[config.mk]
export PLATFORM = sky130hd
export DESIGN_NAME = pipeline_hazard_ctrl
export DESIGN_NICKNAME = d
export VERILOG_FILES = /design/src/rtl/ppu_pkg.sv /design/src/rtl/pipeline_hazard_ctrl_fwd_select.sv /design/src/rtl/pipeline_hazard_ctrl.sv
export SDC_FILE = /design/constraint.sdc
export NUM_CORES = 1
export LEC_CHECK = 0
export CELL_PAD_IN_SITES_DETAIL_PLACEMENT = 1
export CELL_PAD_IN_SITES_GLOBAL_PLACEMENT = 2
export CORE_MARGIN = 10
export CORE_UTILIZATION = 19
export DETAILED_ROUTE_END_ITERATION = 6
export PLACE_DENSITY = 0.82
export SLEW_MARGIN = 10
export SYNTH_ARGS = -nofsm -noshare
export SYNTH_HDL_FRONTEND = slang
export SYNTH_HIERARCHICAL = 1
export SYNTH_SLANG_ARGS = --single-unit
[constraint.sdc]
create_clock -name clk -period 2.1 [get_ports clk]
set_input_delay 0.42 -clock clk [delete_from_list [all_inputs] [get_ports clk]]
set_output_delay 0.42 -clock clk [all_outputs]
set_load 0.01 [all_outputs]
[src/rtl/ppu_pkg.sv]
// Shared types and constants for the pipeline hazard control unit:
// FSM state enum, operand-forwarding select encodings and the PC register number.
package ppu_pkg;

  typedef enum logic [1:0] {
    ST_RUN     = 2'd0,
    ST_LDSTALL = 2'd1,
    ST_BFLUSH  = 2'd2
  } haz_state_e;

  typedef enum logic [1:0] {
    FWD_RF  = 2'b00,
    FWD_EX  = 2'b01,
    FWD_MEM = 2'b10,
    FWD_WB  = 2'b11
  } fwd_sel_e;

  localparam logic [3:0] REG_PC = 4'd15;

  // A pipeline stage can supply an operand only when it really writes a
  // general register (never the PC) that the ID instruction actually reads.
  function automatic logic reg_match(
    input logic       use_src,
    input logic       stage_en,
    input logic [3:0] src,
    input logic [3:0] dst
  );
    return use_src & stage_en & (src == dst) & (dst != REG_PC);
  endfunction

endpackage

[src/rtl/pipeline_hazard_ctrl_fwd_select.sv]
// Forwarding select for one ID-stage source operand: EX > MEM > WB > register file.
// A load in EX cannot forward its result yet, so it falls through to older stages.
module fwd_select
  import ppu_pkg::*;
(
  input  logic [3:0] i_src,
  input  logic       i_use,
  input  logic [3:0] i_rd_ex,
  input  logic       i_rf_en_ex,
  input  logic       i_load_ex,
  input  logic [3:0] i_rd_mem,
  input  logic       i_rf_en_mem,
  input  logic [3:0] i_rd_wb,
  input  logic       i_rf_en_wb,
  output logic [1:0] o_fwd
);

  logic w_hit_ex;
  logic w_hit_mem;
  logic w_hit_wb;

  assign w_hit_ex  = reg_match(i_use, i_rf_en_ex, i_src, i_rd_ex) & ~i_load_ex;
  assign w_hit_mem = reg_match(i_use, i_rf_en_mem, i_src, i_rd_mem);
  assign w_hit_wb  = reg_match(i_use, i_rf_en_wb, i_src, i_rd_wb);

  always_comb begin
    o_fwd = FWD_RF;
    if (w_hit_ex)       o_fwd = FWD_EX;
    else if (w_hit_mem) o_fwd = FWD_MEM;
    else if (w_hit_wb)  o_fwd = FWD_WB;
  end

endmodule

[src/rtl/pipeline_hazard_ctrl.sv]
// Pipeline hazard control: load-use stall, taken-branch flush, freeze and operand forwarding.
// Optional performance counters are built only when HAZ_PERF_CNT_EN is defined.
module pipeline_hazard_ctrl
  import ppu_pkg::*;
(
  input  logic        clk,
  input  logic        reset,
  input  logic [3:0]  rn_id,
  input  logic [3:0]  rm_id,
  input  logic [3:0]  rd_id,
  input  logic        use_rn,
  input  logic        use_rm,
  input  logic        use_rd,
  input  logic [3:0]  rd_ex,
  input  logic [3:0]  rd_mem,
  input  logic [3:0]  rd_wb,
  input  logic        rf_en_ex,
  input  logic        rf_en_mem,
  input  logic        rf_en_wb,
  input  logic        load_ex,
  input  logic        branch_taken_id,
  input  logic        hold_req,
  output logic        pc_le,
  output logic        ifid_le,
  output logic        nop_sel,
  output logic [1:0]  fwd_a,
  output logic [1:0]  fwd_b,
  output logic [1:0]  fwd_c,
  output logic [15:0] stall_cnt,
  output logic [15:0] flush_cnt
);

  haz_state_e r_state;
  haz_state_e w_next;
  logic       w_load_use;
  logic [1:0] w_fwd_a;
  logic [1:0] w_fwd_b;
  logic [1:0] w_fwd_c;

  assign w_load_use = load_ex & rf_en_ex & (rd_ex != REG_PC) &
                      ((use_rn & (rn_id == rd_ex)) |
                       (use_rm & (rm_id == rd_ex)) |
                       (use_rd & (rd_id == rd_ex)));

  always_ff @(posedge clk) begin
    if (reset) r_state <= ST_RUN;
    else       r_state <= w_next;
  end

  always_comb begin
    w_next = r_state;
    if (!hold_req) begin
      case (r_state)
        ST_RUN: begin
          if (w_load_use)           w_next = ST_LDSTALL;
          else if (branch_taken_id) w_next = ST_BFLUSH;
        end
        ST_LDSTALL: w_next = branch_taken_id ? ST_BFLUSH : ST_RUN;
        ST_BFLUSH:  w_next = ST_RUN;
        default:    w_next = ST_RUN;
      endcase
    end
  end

  // Reset forces the free-running defaults so no bubble leaks out of an aborted stall/flush.
  always_comb begin
    pc_le   = 1'b1;
    ifid_le = 1'b1;
    nop_sel = 1'b0;
    if (!reset) begin
      if (hold_req) begin
        pc_le   = 1'b0;
        ifid_le = 1'b0;
      end else begin
        case (r_state)
          ST_RUN: begin
            if (w_load_use) begin
              pc_le   = 1'b0;
              ifid_le = 1'b0;
              nop_sel = 1'b1;
            end
          end
          ST_LDSTALL: nop_sel = 1'b0;
          ST_BFLUSH:  nop_sel = 1'b1;
          default:    nop_sel = 1'b0;
        endcase
      end
    end
  end

  fwd_select u_fwd_rn (
    .i_src       (rn_id),
    .i_use       (use_rn),
    .i_rd_ex     (rd_ex),
    .i_rf_en_ex  (rf_en_ex),
    .i_load_ex   (load_ex),
    .i_rd_mem    (rd_mem),
    .i_rf_en_mem (rf_en_mem),
    .i_rd_wb     (rd_wb),
    .i_rf_en_wb  (rf_en_wb),
    .o_fwd       (w_fwd_a)
  );

  fwd_select u_fwd_rm (
    .i_src       (rm_id),
    .i_use       (use_rm),
    .i_rd_ex     (rd_ex),
    .i_rf_en_ex  (rf_en_ex),
    .i_load_ex   (load_ex),
    .i_rd_mem    (rd_mem),
    .i_rf_en_mem (rf_en_mem),
    .i_rd_wb     (rd_wb),
    .i_rf_en_wb  (rf_en_wb),
    .o_fwd       (w_fwd_b)
  );

  fwd_select u_fwd_rd (
    .i_src       (rd_id),
    .i_use       (use_rd),
    .i_rd_ex     (rd_ex),
    .i_rf_en_ex  (rf_en_ex),
    .i_load_ex   (load_ex),
    .i_rd_mem    (rd_mem),
    .i_rf_en_mem (rf_en_mem),
    .i_rd_wb     (rd_wb),
    .i_rf_en_wb  (rf_en_wb),
    .o_fwd       (w_fwd_c)
  );

  assign fwd_a = reset ? FWD_RF : w_fwd_a;
  assign fwd_b = reset ? FWD_RF : w_fwd_b;
  assign fwd_c = reset ? FWD_RF : w_fwd_c;

`ifdef HAZ_PERF_CNT_EN
  logic [15:0] r_stall_cnt;
  logic [15:0] r_flush_cnt;
  logic        w_enter_stall;
  logic        w_enter_flush;

  assign w_enter_stall = (w_next == ST_LDSTALL) && (r_state != ST_LDSTALL);
  assign w_enter_flush = (w_next == ST_BFLUSH) && (r_state != ST_BFLUSH);

  always_ff @(posedge clk) begin
    if (reset) begin
      r_stall_cnt <= '0;
      r_flush_cnt <= '0;
    end else begin
      if (w_enter_stall && (r_stall_cnt != '1)) r_stall_cnt <= r_stall_cnt + 16'd1;
      if (w_enter_flush && (r_flush_cnt != '1)) r_flush_cnt <= r_flush_cnt + 16'd1;
    end
  end

  assign stall_cnt = r_stall_cnt;
  assign flush_cnt = r_flush_cnt;
`else
  assign stall_cnt = '0;
  assign flush_cnt = '0;
`endif

endmodule

==> results <==
[critical path, stage by stage]
cell	delay, ps
buf_8	100
buf_6	120
buf_12	130
xnor2_4	130
nand3_2	80
nor3_2	40
or3_4	350
o21a_1	180
buf_2	130
[final cells by class]
| type | instances | area share, % |
|---|---|---|
| Multi-Input combinational cell | 151 | 60.0 |
| Sequential cell | 2 | 1.92 |
| Tap cell | 77 | 4.61 |
| Timing Repair Buffer | 77 | 29.5 |
| Clock buffer | 3 | 1.98 |
| Inverter | 10 | 1.92 |
[layer usage]
layer | global-route usage [%] | routed length [um]
met1 | 10.9 | 2150
met2 | 15.8 | 2400
met3 | 3.16 | 452
met4 | 1.29 | 11
met5 | 0 | 0
[worst max path at each step]
stage                  start  endpoint  slack [ps]  cells past startpoint
global placement    rn_id[1]  fwd_a[1]        -880                      7
floorplan           rn_id[0]     pc_le         150                      6
CTS                 rd_ex[1]   nop_sel         0.4                      8
global route        rd_ex[3]  fwd_a[0]         -80                      9
finish              rd_ex[3]   nop_sel          -4                      9
detailed placement  rd_id[1]  fwd_c[1]        -950                      7
[per-stage QoR]
stage,setup WS (ps),std cells,utilization (%)
final,-4.17,320,32.9
after global routing,-78.0,320,32.9
after CTS,0.417,317,31.4
after detailed placement,-950,305,28.4
after global placement,-883,305,28.4
after floorplan,148,197,-
[cells by family after synthesis]
| family | Yosys count | share of synthesized area (%) |
|---|---|---|
| XOR/XNOR | 36 | 25.3 |
| other | 1 | 0.301 |
| buffers and inverters | 44 | 23.2 |
| AO/OA/AOI/OAI | 35 | 27.8 |
| AND/OR/NAND/NOR | 48 | 20.2 |
| flip-flops | 2 | 3.21 |
[where the power goes]
group	switching (mW)	total (mW)	internal [mW]
clock network	0.0279	0.149	0.121
logic	0.210	0.386	0.176
registers	0.00174	0.0415	0.0398
[cell usage in the layout (no fill, tap or decap), types with 3 or more instances in the layout]
cell,n
buf_2,21
o21ai_1,3
clkdlybuf4s50_1,3
conb_1,32
clkdlybuf4s15_2,5
a2111o_1,3
buf_6,12
a2111oi_4,3
xnor2_2,8
o2111ai_2,5
o211ai_1,3
xor2_1,11
buf_4,28
xnor2_1,15
nor2b_1,5
o21a_1,4
nor3_2,3
nand2_1,16
nand3_1,7
nor3_1,3
nor2_1,3
clkbuf_8,3
inv_1,8
[what timing repair did]
action,CTS,global route
pin swaps,27,15
buffers inserted,12,3
resized for setup,198,19
endpoints found under the setup margin,9,9
==> metrics.txt <==
vias in the first global route 1604; hold buffer count at CTS 0; Layout fillers 765; sequential cell area 40.0 um^2; Post-synth top cells 33 x buf_4, 24 x xnor2_1, 17 x nand2_1; post-DR vias/cell 4.35; Period minus WS final 2100 ps; die area 0.0102 mm^2; Hold Path Class register to register; Final Hold Viols 0; Min-Delay Path Depth 1; synthesized instance count 166; hpwl dp 3.98 mm; Final Max Slew Viols 0; failing checks negative setup slack; setup TNS -4.17 ps; Reg2Reg Setup Slack 1220 ps; # port buffers 43; EDFF count, synth 0; gr usage total 9.17%; max reg flops 2; vias 1392; CTS root buffer clkbuf_8; largest registers r_state (2); MaxCap Viol Count 0; first drt pass iteration count 4; clk slew on worst S/H paths 30 ps; final instance area 0.00209 mm^2; Req. time, crit path 1680 ps; Yosys top cell area share 19.9%; IO Pins 76; DR iter-0 viols 42; Reg2Reg Depth 2; total power draw 0.576 mW; most frequent cell after synthesis buf_4; pwr dens 276 mW/mm^2; Critical Path Sink Type primary output; Die W 101 um; Final WS setup -4.17 ps; hold_ws 566 ps; Synthesis Warnings 6; first-pass GRT wire length 7.91 mm; # setup viols final 1; FF+latch count, synth 2; number of buffers created by CTS 3; Skew-Pair Late Insertion Delay 210 ps; ant diodes 0; top_reg_cell synth dfxtp_1; Worst setup SP type input port; H-tree depth 1; post-synth top area cell buf_4; outcome complete, but fails checks; share of cells above drive strength 1 46.1%; CP Max Fanout 4; Area growth, synth to finish 67.6%; cell row count 29; Placer Congestion 0.797; Distinct cells, synth 34; Setup Skew 3.87 ps; Post-DP Area 0.00180 mm^2; clk sinks 2; syn_area_per_cell 7.51 um^2; Worst R2R End r_state[1]; hold worst-path end r_state[1]; Seq/Total Area, Yosys 3.21%; initial antenna violation count 0; TritonCTS clock tree yes; worst vdd ir 0.235 mV; R2R Path Start r_state[1]; footprint of the multi-input gates 0.00125 mm^2; CP arrival 1680 ps; HP Start r_state[1]; Die H 101 um; placeable core region 0.00635 mm^2; effective utilization at floorplan 19.6%; fin nets 280; GRT overflow 0; Reg with most FFs r_state; clock tree buffer depth 2; synthesized area 0.00125 mm^2; RSZ-0062 raised after global routing yes; pin count of the biggest net entering global routing 10; final wirelength 5.01 mm; Crit Path Category input port to primary output; drt wl/cell 15.7 um; leak pwr 0.889 nW; Residual DRC 0; top cells by area, synth buf_4 20%, xnor2_1 17%, xor2_1 8.4%, a2111oi_4 6.6%, nand2_1 5.1%; maximum clock rate 475 MHz; ANT nets after route 0; ys async rst share 0%; Tcrit/Tclk final 100%
Note: power is estimated with default switching activity, not from simulation.
